==> src/rtl/spi_led_slave.sv <==
// SPI mode-0 slave exposing a small register file (ID, LED, scratch, frame counter).
// Inputs are oversampled on CLOCK_50; every frame is a command byte followed by a data byte.
module spi_led_slave #(
  parameter int         NUM_REGS    = 4,
  parameter int         SYNC_STAGES = 2,
  parameter logic [7:0] ID_VALUE    = 8'hA5,
  parameter logic [7:0] LED_RESET   = 8'h00
) (
  input  logic       CLOCK_50,
  input  logic       RESET,
  input  logic       SPI_SCLK,
  input  logic       SPI_MOSI,
  input  logic       SPI_SS_N,
  output logic       SPI_MISO,
  output logic [7:0] LED,
  output logic       WR_STROBE,
  output logic [6:0] WR_ADDR,
  output logic [7:0] WR_DATA,
  output logic       FRAME_ERR
);

  localparam logic [7:0] NUM_REGS_B = 8'(NUM_REGS);
  localparam int         SETTLE     = SYNC_STAGES + 1;
  localparam int         SW         = $clog2(SETTLE + 1);

  typedef enum logic [1:0] {
    IDLE,
    CMD,
    DATA,
    DONE
  } state_t;

  logic [SYNC_STAGES-1:0] sclkSync_q;
  logic [SYNC_STAGES-1:0] mosiSync_q;
  logic [SYNC_STAGES-1:0] ssSync_q;
  logic                   sclkPrev_q;
  logic                   ssPrev_q;
  logic [SW-1:0]          settleCnt_q;
  logic                   armed_q;

  logic sclkS;
  logic mosiS;
  logic ssS;
  logic sclkRise;
  logic sclkFall;
  logic ssRise;
  logic ssFall;

  state_t      state_q;
  logic [3:0]  bitCnt_q;
  logic [6:0]  cmdShift_q;
  logic [7:0]  dataShift_q;
  logic [6:0]  readShift_q;
  logic        rw_q;
  logic [6:0]  addr_q;
  logic        skipFall_q;
  logic        commit_q;
  logic        miso_q;
  logic        wrStrobe_q;
  logic [6:0]  wrAddr_q;
  logic [7:0]  wrData_q;
  logic        frameErr_q;
  logic [7:0]  led_q;
  logic [7:0]  scratch_q;
  logic [7:0]  frameCnt_q;

  logic [7:0]  cmdNext_d;
  logic [7:0]  dataNext_d;
  logic [7:0]  readValue_d;
  logic        writable_d;

  always_ff @(posedge CLOCK_50) begin
    if (RESET) begin
      sclkSync_q <= '0;
      mosiSync_q <= '0;
      ssSync_q   <= '1;
      sclkPrev_q <= 1'b0;
      ssPrev_q   <= 1'b1;
    end else begin
      sclkSync_q <= {sclkSync_q[SYNC_STAGES-2:0], SPI_SCLK};
      mosiSync_q <= {mosiSync_q[SYNC_STAGES-2:0], SPI_MOSI};
      ssSync_q   <= {ssSync_q[SYNC_STAGES-2:0], SPI_SS_N};
      sclkPrev_q <= sclkSync_q[SYNC_STAGES-1];
      ssPrev_q   <= ssSync_q[SYNC_STAGES-1];
    end
  end

  assign sclkS    = sclkSync_q[SYNC_STAGES-1];
  assign mosiS    = mosiSync_q[SYNC_STAGES-1];
  assign ssS      = ssSync_q[SYNC_STAGES-1];
  assign sclkRise = sclkS & ~sclkPrev_q;
  assign sclkFall = ~sclkS & sclkPrev_q;
  assign ssRise   = ssS & ~ssPrev_q;
  assign ssFall   = ~ssS & ssPrev_q & armed_q;

  // The synchronizer reset value (SS_N high) would fake a falling edge if SS_N is
  // already low, so frames are only accepted after real SS_N-high samples are seen.
  always_ff @(posedge CLOCK_50) begin
    if (RESET) begin
      settleCnt_q <= '0;
      armed_q     <= 1'b0;
    end else if (settleCnt_q != SW'(SETTLE)) begin
      settleCnt_q <= settleCnt_q + 1'b1;
    end else if (ssS && ssPrev_q) begin
      armed_q <= 1'b1;
    end
  end

  always_comb begin
    cmdNext_d   = {cmdShift_q, mosiS};
    dataNext_d  = {dataShift_q[6:0], mosiS};
    readValue_d = 8'h00;
    if ({1'b0, cmdNext_d[6:0]} < NUM_REGS_B) begin
      case (cmdNext_d[6:0])
        7'd0:    readValue_d = ID_VALUE;
        7'd1:    readValue_d = led_q;
        7'd2:    readValue_d = scratch_q;
        7'd3:    readValue_d = frameCnt_q;
        default: readValue_d = 8'h00;
      endcase
    end
    writable_d = ((addr_q == 7'd1) || (addr_q == 7'd2)) && ({1'b0, addr_q} < NUM_REGS_B);
  end

  // Commit runs the cycle after DONE entry and the register update one cycle after
  // the strobe, so LED changes exactly one cycle after WR_STROBE.
  always_ff @(posedge CLOCK_50) begin
    if (RESET) begin
      state_q     <= IDLE;
      bitCnt_q    <= 4'd0;
      cmdShift_q  <= 7'd0;
      dataShift_q <= 8'd0;
      readShift_q <= 7'd0;
      rw_q        <= 1'b0;
      addr_q      <= 7'd0;
      skipFall_q  <= 1'b0;
      commit_q    <= 1'b0;
      miso_q      <= 1'b0;
      wrStrobe_q  <= 1'b0;
      wrAddr_q    <= 7'd0;
      wrData_q    <= 8'd0;
      frameErr_q  <= 1'b0;
      led_q       <= LED_RESET;
      scratch_q   <= 8'd0;
      frameCnt_q  <= 8'd0;
    end else begin
      wrStrobe_q <= 1'b0;
      frameErr_q <= 1'b0;
      commit_q   <= 1'b0;

      if (wrStrobe_q) begin
        case (wrAddr_q)
          7'd1:    led_q <= wrData_q;
          7'd2:    scratch_q <= wrData_q;
          default: ;
        endcase
      end

      if (commit_q) begin
        frameCnt_q <= frameCnt_q + 8'd1;
        if (!rw_q && writable_d) begin
          wrStrobe_q <= 1'b1;
          wrAddr_q   <= addr_q;
          wrData_q   <= dataShift_q;
        end
      end

      case (state_q)
        IDLE: begin
          miso_q <= 1'b0;
          if (ssFall) begin
            state_q  <= CMD;
            bitCnt_q <= 4'd0;
          end
        end

        CMD: begin
          if (ssRise) begin
            if (bitCnt_q != 4'd0) begin
              frameErr_q <= 1'b1;
            end
            state_q <= IDLE;
          end else if (sclkRise) begin
            cmdShift_q <= cmdNext_d[6:0];
            bitCnt_q   <= bitCnt_q + 4'd1;
            if (bitCnt_q == 4'd7) begin
              rw_q       <= cmdNext_d[7];
              addr_q     <= cmdNext_d[6:0];
              skipFall_q <= 1'b1;
              state_q    <= DATA;
              if (cmdNext_d[7]) begin
                readShift_q <= readValue_d[6:0];
                miso_q      <= readValue_d[7];
              end
            end
          end
        end

        DATA: begin
          if (ssRise) begin
            frameErr_q <= 1'b1;
            miso_q     <= 1'b0;
            state_q    <= IDLE;
          end else if (sclkRise) begin
            dataShift_q <= dataNext_d;
            bitCnt_q    <= bitCnt_q + 4'd1;
            if (bitCnt_q == 4'd15) begin
              state_q  <= DONE;
              commit_q <= 1'b1;
            end
          end else if (sclkFall && rw_q) begin
            // Bit 7 is already on MISO; the fall that closes the command byte keeps it.
            if (skipFall_q) begin
              skipFall_q <= 1'b0;
            end else begin
              miso_q      <= readShift_q[6];
              readShift_q <= {readShift_q[5:0], 1'b0};
            end
          end
        end

        DONE: begin
          miso_q <= 1'b0;
          if (ssRise) begin
            state_q <= IDLE;
          end
        end

        default: state_q <= IDLE;
      endcase
    end
  end

  assign SPI_MISO  = miso_q;
  assign LED       = led_q;
  assign WR_STROBE = wrStrobe_q;
  assign WR_ADDR   = wrAddr_q;
  assign WR_DATA   = wrData_q;
  assign FRAME_ERR = frameErr_q;

endmodule

==> config.mk <==
export PLATFORM = sky130hd
export DESIGN_NAME = spi_led_slave
export DESIGN_NICKNAME = d
export VERILOG_FILES = /design/src/rtl/spi_led_slave.sv
export SDC_FILE = /design/constraint.sdc
export NUM_CORES = 1
export LEC_CHECK = 0
export BUFFER_PORTS_ARGS = -buffer_cell sky130_fd_sc_hd__buf_2
export CAP_MARGIN = 20
export CELL_PAD_IN_SITES_DETAIL_PLACEMENT = 1
export CELL_PAD_IN_SITES_GLOBAL_PLACEMENT = 2
export CORE_ASPECT_RATIO = 1.1
export CORE_UTILIZATION = 35
export CTS_BUF_LIST = sky130_fd_sc_hd__clkbuf_8 sky130_fd_sc_hd__clkbuf_16
export DETAILED_ROUTE_END_ITERATION = 7
export GPL_ROUTABILITY_DRIVEN = 0
export PLACE_DENSITY = 0.72
export SKIP_CTS_REPAIR_TIMING = 1
export SYNTH_ARGS = -nofsm -noshare
export SYNTH_HDL_FRONTEND = slang
export SYNTH_SLANG_ARGS = --single-unit
==> constraint.sdc <==
create_clock -name CLOCK_50 -period 2.2 [get_ports CLOCK_50]
set_input_delay 0.33 -clock CLOCK_50 [delete_from_list [all_inputs] [get_ports CLOCK_50]]
set_output_delay 0.33 -clock CLOCK_50 [all_outputs]
set_load 0.02 [all_outputs]
==> out/qor.csv, run 1 <==
metric,value,unit
multi_input_area,1890,µm²
avgSynthCellArea,9.43,µm²
num_antenna_cells,0,
drt_pre_antenna_iters,4,
critPathMaxFanout,10,
cellPowerDensity,816,nW/µm²
chipWidth,102,µm
ys_ff_latch,91,
drt_iter0_drc,133,
io_buffers,30,
cts_num_sinks,91,
status,"finished, final reports clean",
wire_per_inst,16.0,µm
crit_path_end_kind,flop,
dpl.hpwl,6.69,mm
grt_pass1_wl,15.6,mm
worst_pin_slew,641,ps
nets,453,
final_common_cell,dfxtp_1,
synth_edf_count,0,
fmax,494,MHz
synth_fa_ha_area_frac,0.0290,
hold_viol,0,
synth_top_family_by_area,simple AND/OR/NAND/NOR gates,
synthSimpleGateAreaFrac,0.207,
layout.cells.non_filler,587,
htreeDepth,3,
rrSetupSlack,170,ps
area_growth,15.0,%
syn_area,3890,µm²
grt_pass1_vias,3046,
grt_max_degree,56,
synth_xor_area_frac,0.0158,
fin_crit_sh,0.921,
drv_cap,0,
rr_startpoint,state_q[1]$_SDFFE_PP0P_,
min_period,2030,ps
critical_path_class,reg -> reg,
io_pins,31,
clock_path_buffers,2,
layout_common_cells,"dfxtp_1, nor2_1, mux2i_1, nand2_1, buf_2",
clk_pin_slew_worst_paths,70,ps
place_inst,571,
ys_seq_area_frac,0.469,
via_per_inst,5.09,
finalSetupViolCount,0,
drc,0,
ys_types,52,
dr_total_vias,2990,
ant_nets,0,
synth_compound_area_frac,0.100,
finClkSkew,4.89,ps
min_path_type,in -> reg,
synth_mux_area_frac,0.136,
leakagePower,1.88,nW
worstHoldStart,SPI_SS_N,
vdd_drop_max,350,µV
synthArstFlopShare,0,
die_area,11500,µm²
grt_overflow,0,
maxSlewHeadroom,0.569,
ys.flop_type,dfxtp_1,
start_util,0.367,
drive_gt1_frac,0.155,
startpoint,state_q[1]$_SDFFE_PP0P_,
yosys_warnings,0,
required,2430,ps
drt-met1-wl,4.53,mm
dieHeight,113,µm
row_count,39,
wl_met3,156,µm
top_layer_used,met4,
seq_area,1820,µm²
cts_tree,done,
cts_buffers,9,
track_usage,0.177,
fillers,1219,
syn_nets,426,
arrival,2260,ps
cts_root_buf,clkbuf_16,
synthCells,412,
wl_met2,4.50,mm
start_kind,flop,
rsz0062_at_grt,no,
core,10600,µm²
drt_wl_total,9.40,mm
drv_slew,0,
setup_tns,0,ps
antenna_found_initial,0,
clock_latency,340,ps
## registers in the layout, summed over array words and instances (netlist names)
name         flops
WR_DATA          8
readShift_q      7
rw_q             1
scratch_q        8
dataShift_q      8
sclkPrev_q       1
SPI_MISO         1
skipFall_q       1
WR_STROBE        1
ssSync_q         2
sclkSync_q       2
frameCnt_q       8
commit_q         1
mosiSync_q       2
armed_q          1
FRAME_ERR        1
ssPrev_q         1
settleCnt_q      2
bitCnt_q         4
LED              8
addr_q           7
state_q          2
cmdShift_q       7
WR_ADDR          7
## cell usage after synthesis, types with 5 or more instances
library cell,instances,area share
a211oi_1,5,0.0097
a21oi_1,21,0.027
a22oi_1,5,0.0097
and3_1,8,0.013
buf_2,7,0.0090
clkbuf_1,16,0.015
dfxtp_1,91,0.47
ha_1,9,0.029
inv_1,13,0.013
mux2_2,5,0.014
mux2i_1,47,0.12
nand2_1,30,0.029
nand3_1,8,0.010
nand4_1,9,0.014
nor2_1,59,0.057
nor2b_1,8,0.013
nor3_1,5,0.0064
o21ai_0,6,0.0077
xor2_1,6,0.014
## power breakdown
group | internal, W | switching (W)
sequential | 0.00171 | 0.0000487
clock | 0.000787 | 0.000651
combinational | 0.000175 | 0.000272
total | 0.00267 | 0.000972
## routing by layer
metal | GRT usage | vias up
li1 | - | 1489
met1 | 0.224 | 1458
met2 | 0.294 | 29
met3 | 0.0224 | 14
met4 | 0.0800 | 0
met5 | 0 | -
## critical path, cell delays in order (launching register included)
cell and delay, ps:
dfxtp_1 360, inv_1 100, ha_1 340, nor2_1 200, nor3_1 80, a2111oi_2 450
mux2_2 380
## cell type report
cell class	count	share of cell area
Clock buffer	10	0.0535
Clock inverter	6	0.00756
Inverter	13	0.0109
Multi-Input combinational cell	282	0.424
Sequential cell	91	0.408
Tap cell	143	0.0400
Timing Repair Buffer	42	0.0566
## kinds of logic (layout without fill, tap and decap cells)
kind of cell | count (synthesis) | after routing
flip-flops | 91 | 91
AND/OR/NAND/NOR | 159 | 159
buffers and inverters | 39 | 71
adder cells (fa/ha/maj) | 9 | 9
multiplexers | 52 | 52
XOR/XNOR | 7 | 7
AO/OA/AOI/OAI | 55 | 55
## per-stage QoR
stage	hold WS (ps)	area [µm²]	setup slack (ps)	total power, W	utilization
after detailed placement	399	4200	188	0.00225	0.396
after CTS	159	4470	170	0.00369	0.422
after global routing	168	4470	42.2	0.00382	0.422
after floorplan	389	3890	256	0.00214	-
final	170	4470	174	0.00365	0.422
after global placement	398	4200	282	0.00223	0.396
## final timing paths
check	to	depth (start not counted)
setup / recovery	state_q[1]$_SDFFE_PP0P_	6
hold reg to reg	ssSync_q[1]$_SDFF_PP1_	1
hold / removal	ssSync_q[0]$_SDFF_PP1_	2
setup reg to reg	state_q[1]$_SDFFE_PP0P_	6
(Power assumes the default switching activity.)
==> run 2, diff against run 1 <==
Settings changed: CORE_UTILIZATION 35 to 30, PLACE_DENSITY 0.72 to 0.63.
==> out/qor.csv, run 2 (same netlist as run 1, synthesis figures left out) <==
metric,value,unit
start_util,0.307,
top_layer_used,met4,
maxSlewHeadroom,0.594,
ant_nets,0,
finalSetupViolCount,0,
drt_pre_antenna_iters,4,
num_antenna_cells,0,
worst_pin_slew,604,ps
crit_path_end_kind,flop,
chipWidth,111,µm
final_common_cell,dfxtp_1,
row_count,43,
startpoint,state_q[0]$_SDFFE_PP0P_,
path_cells,inv_1 -> ha_1 -> nor2_1 -> nor3_1 -> a2111oi_2 -> mux2_2,
hold_viol,0,
min_path_type,in -> reg,
io_pins,31,
cts_num_sinks,91,
cts_tree,done,
slowest_delay,480,ps
rr_startpoint,state_q[0]$_SDFFE_PP0P_,
dieHeight,121,µm
status,"finished, final reports clean",
clock_latency,340,ps
wl_met2,4.75,mm
fillers,1448,
leakagePower,1.90,nW
seq_area,1820,µm²
area_growth,16.1,%
antenna_found_initial,0,
min_period,1980,ps
grt_max_degree,86,
critPathMaxFanout,4,
cts_buffers,9,
layout_common_cells,"dfxtp_1, nor2_1, mux2i_1, nand2_1, buf_2",
clock_path_buffers,2,
grt_pass1_vias,3045,
cpMaxStageDelayCell,a2111oi_2,
io_buffers,30,
multi_input_area,1890,µm²
path_delay_family,compound AO/OA/AOI/OAI gates,
die_area,13400,µm²
drc,0,
power,0.00374,W
drt_wl_total,9.72,mm
cellPowerDensity,829,nW/µm²
dpl.hpwl,6.94,mm
setup_tns,0,ps
clk_pin_slew_worst_paths,60,ps
finClkSkew,5.34,ps
drt-met1-wl,4.55,mm
arrival,2210,ps
worstHoldStart,SPI_SS_N,
drive_gt1_frac,0.155,
wl_met3,207,µm
vdd_drop_max,261,µV
cts_root_buf,clkbuf_16,
track_usage,0.155,
wire_per_inst,16.2,µm
dr_total_vias,3021,
htreeDepth,3,
rsz0062_at_grt,no,
grt_overflow,0,
required,2430,ps
drv_cap,0,
core,12600,µm²
drt_iter0_drc,109,
drv_slew,0,
fmax,505,MHz
fin_crit_sh,0.899,
nets,455,
start_kind,flop,
cp.buffers_inverters,1,
grt_pass1_wl,16.1,mm
critical_path_class,reg -> reg,
via_per_inst,5.03,
==> run 2: cell count changes in the layout (fill, tap and decap cells not counted), sizes merged <==
cell	delta
clkinv	-3
buf	+2
bufinv	+1
==> run 2: power breakdown <==
part	switching (W)	internal, W	leakage [nW]
combinational	0.000275	0.000182	1.02
sequential	0.0000495	0.00171	0.735
clock	0.000632	0.000891	0.143
total	0.000956	0.00278	1.90
==> run 2: final cells by class <==
class                      count  area share
clock buffer                  10      0.0530
sequential                    91       0.404
tap                          157      0.0435
timing repair buffer          44      0.0593
multi-input combinational    282       0.420
inverter                      13      0.0108
clock inverter                 4     0.00998
==> run 2: worst reg2reg max path, delay by kind of cell, from the launching register on <==
family	cells	cell delay, ps
AOI/OAI and AO/OA	1	480
DFF	1	380
muxes	1	380
adders and majority gates	1	260
and+or+nand+nor	2	260
buffers and inverters	1	110
==> run 2: path summary, 6_finish.rpt <==
path / to / slack (ps) / cells past startpoint
max reg2reg: state_q[1]$_SDFFE_PP0P_ / 220 / 6
max: state_q[1]$_SDFFE_PP0P_ / 220 / 6
min reg2reg: ssSync_q[1]$_SDFF_PP1_ / 410 / 1
min: ssSync_q[0]$_SDFF_PP1_ / 170 / 2
==> run 2: stage by stage <==
step / setup WS, ps / util / hold WS, ps / instances / instance area [µm²]
2_1_floorplan: 256 / - / 389 / 412 / 3890
3_3_place_gp: 332 / 0.334 / 403 / 587 / 4230
3_5_place_dp: 246 / 0.334 / 406 / 587 / 4230
4_1_cts: 237 / 0.357 / 159 / 601 / 4510
5_1_grt: 54.8 / 0.357 / 171 / 601 / 4510
6_report: 221 / 0.357 / 172 / 601 / 4510
==> run 2: metal layers <==
layer / track usage / vias to the layer above
met4: 0.0800 / 0
met1: 0.189 / 1487
met3: 0.0260 / 12
met5: 0 / -
li1: - / 1489
met2: 0.263 / 33
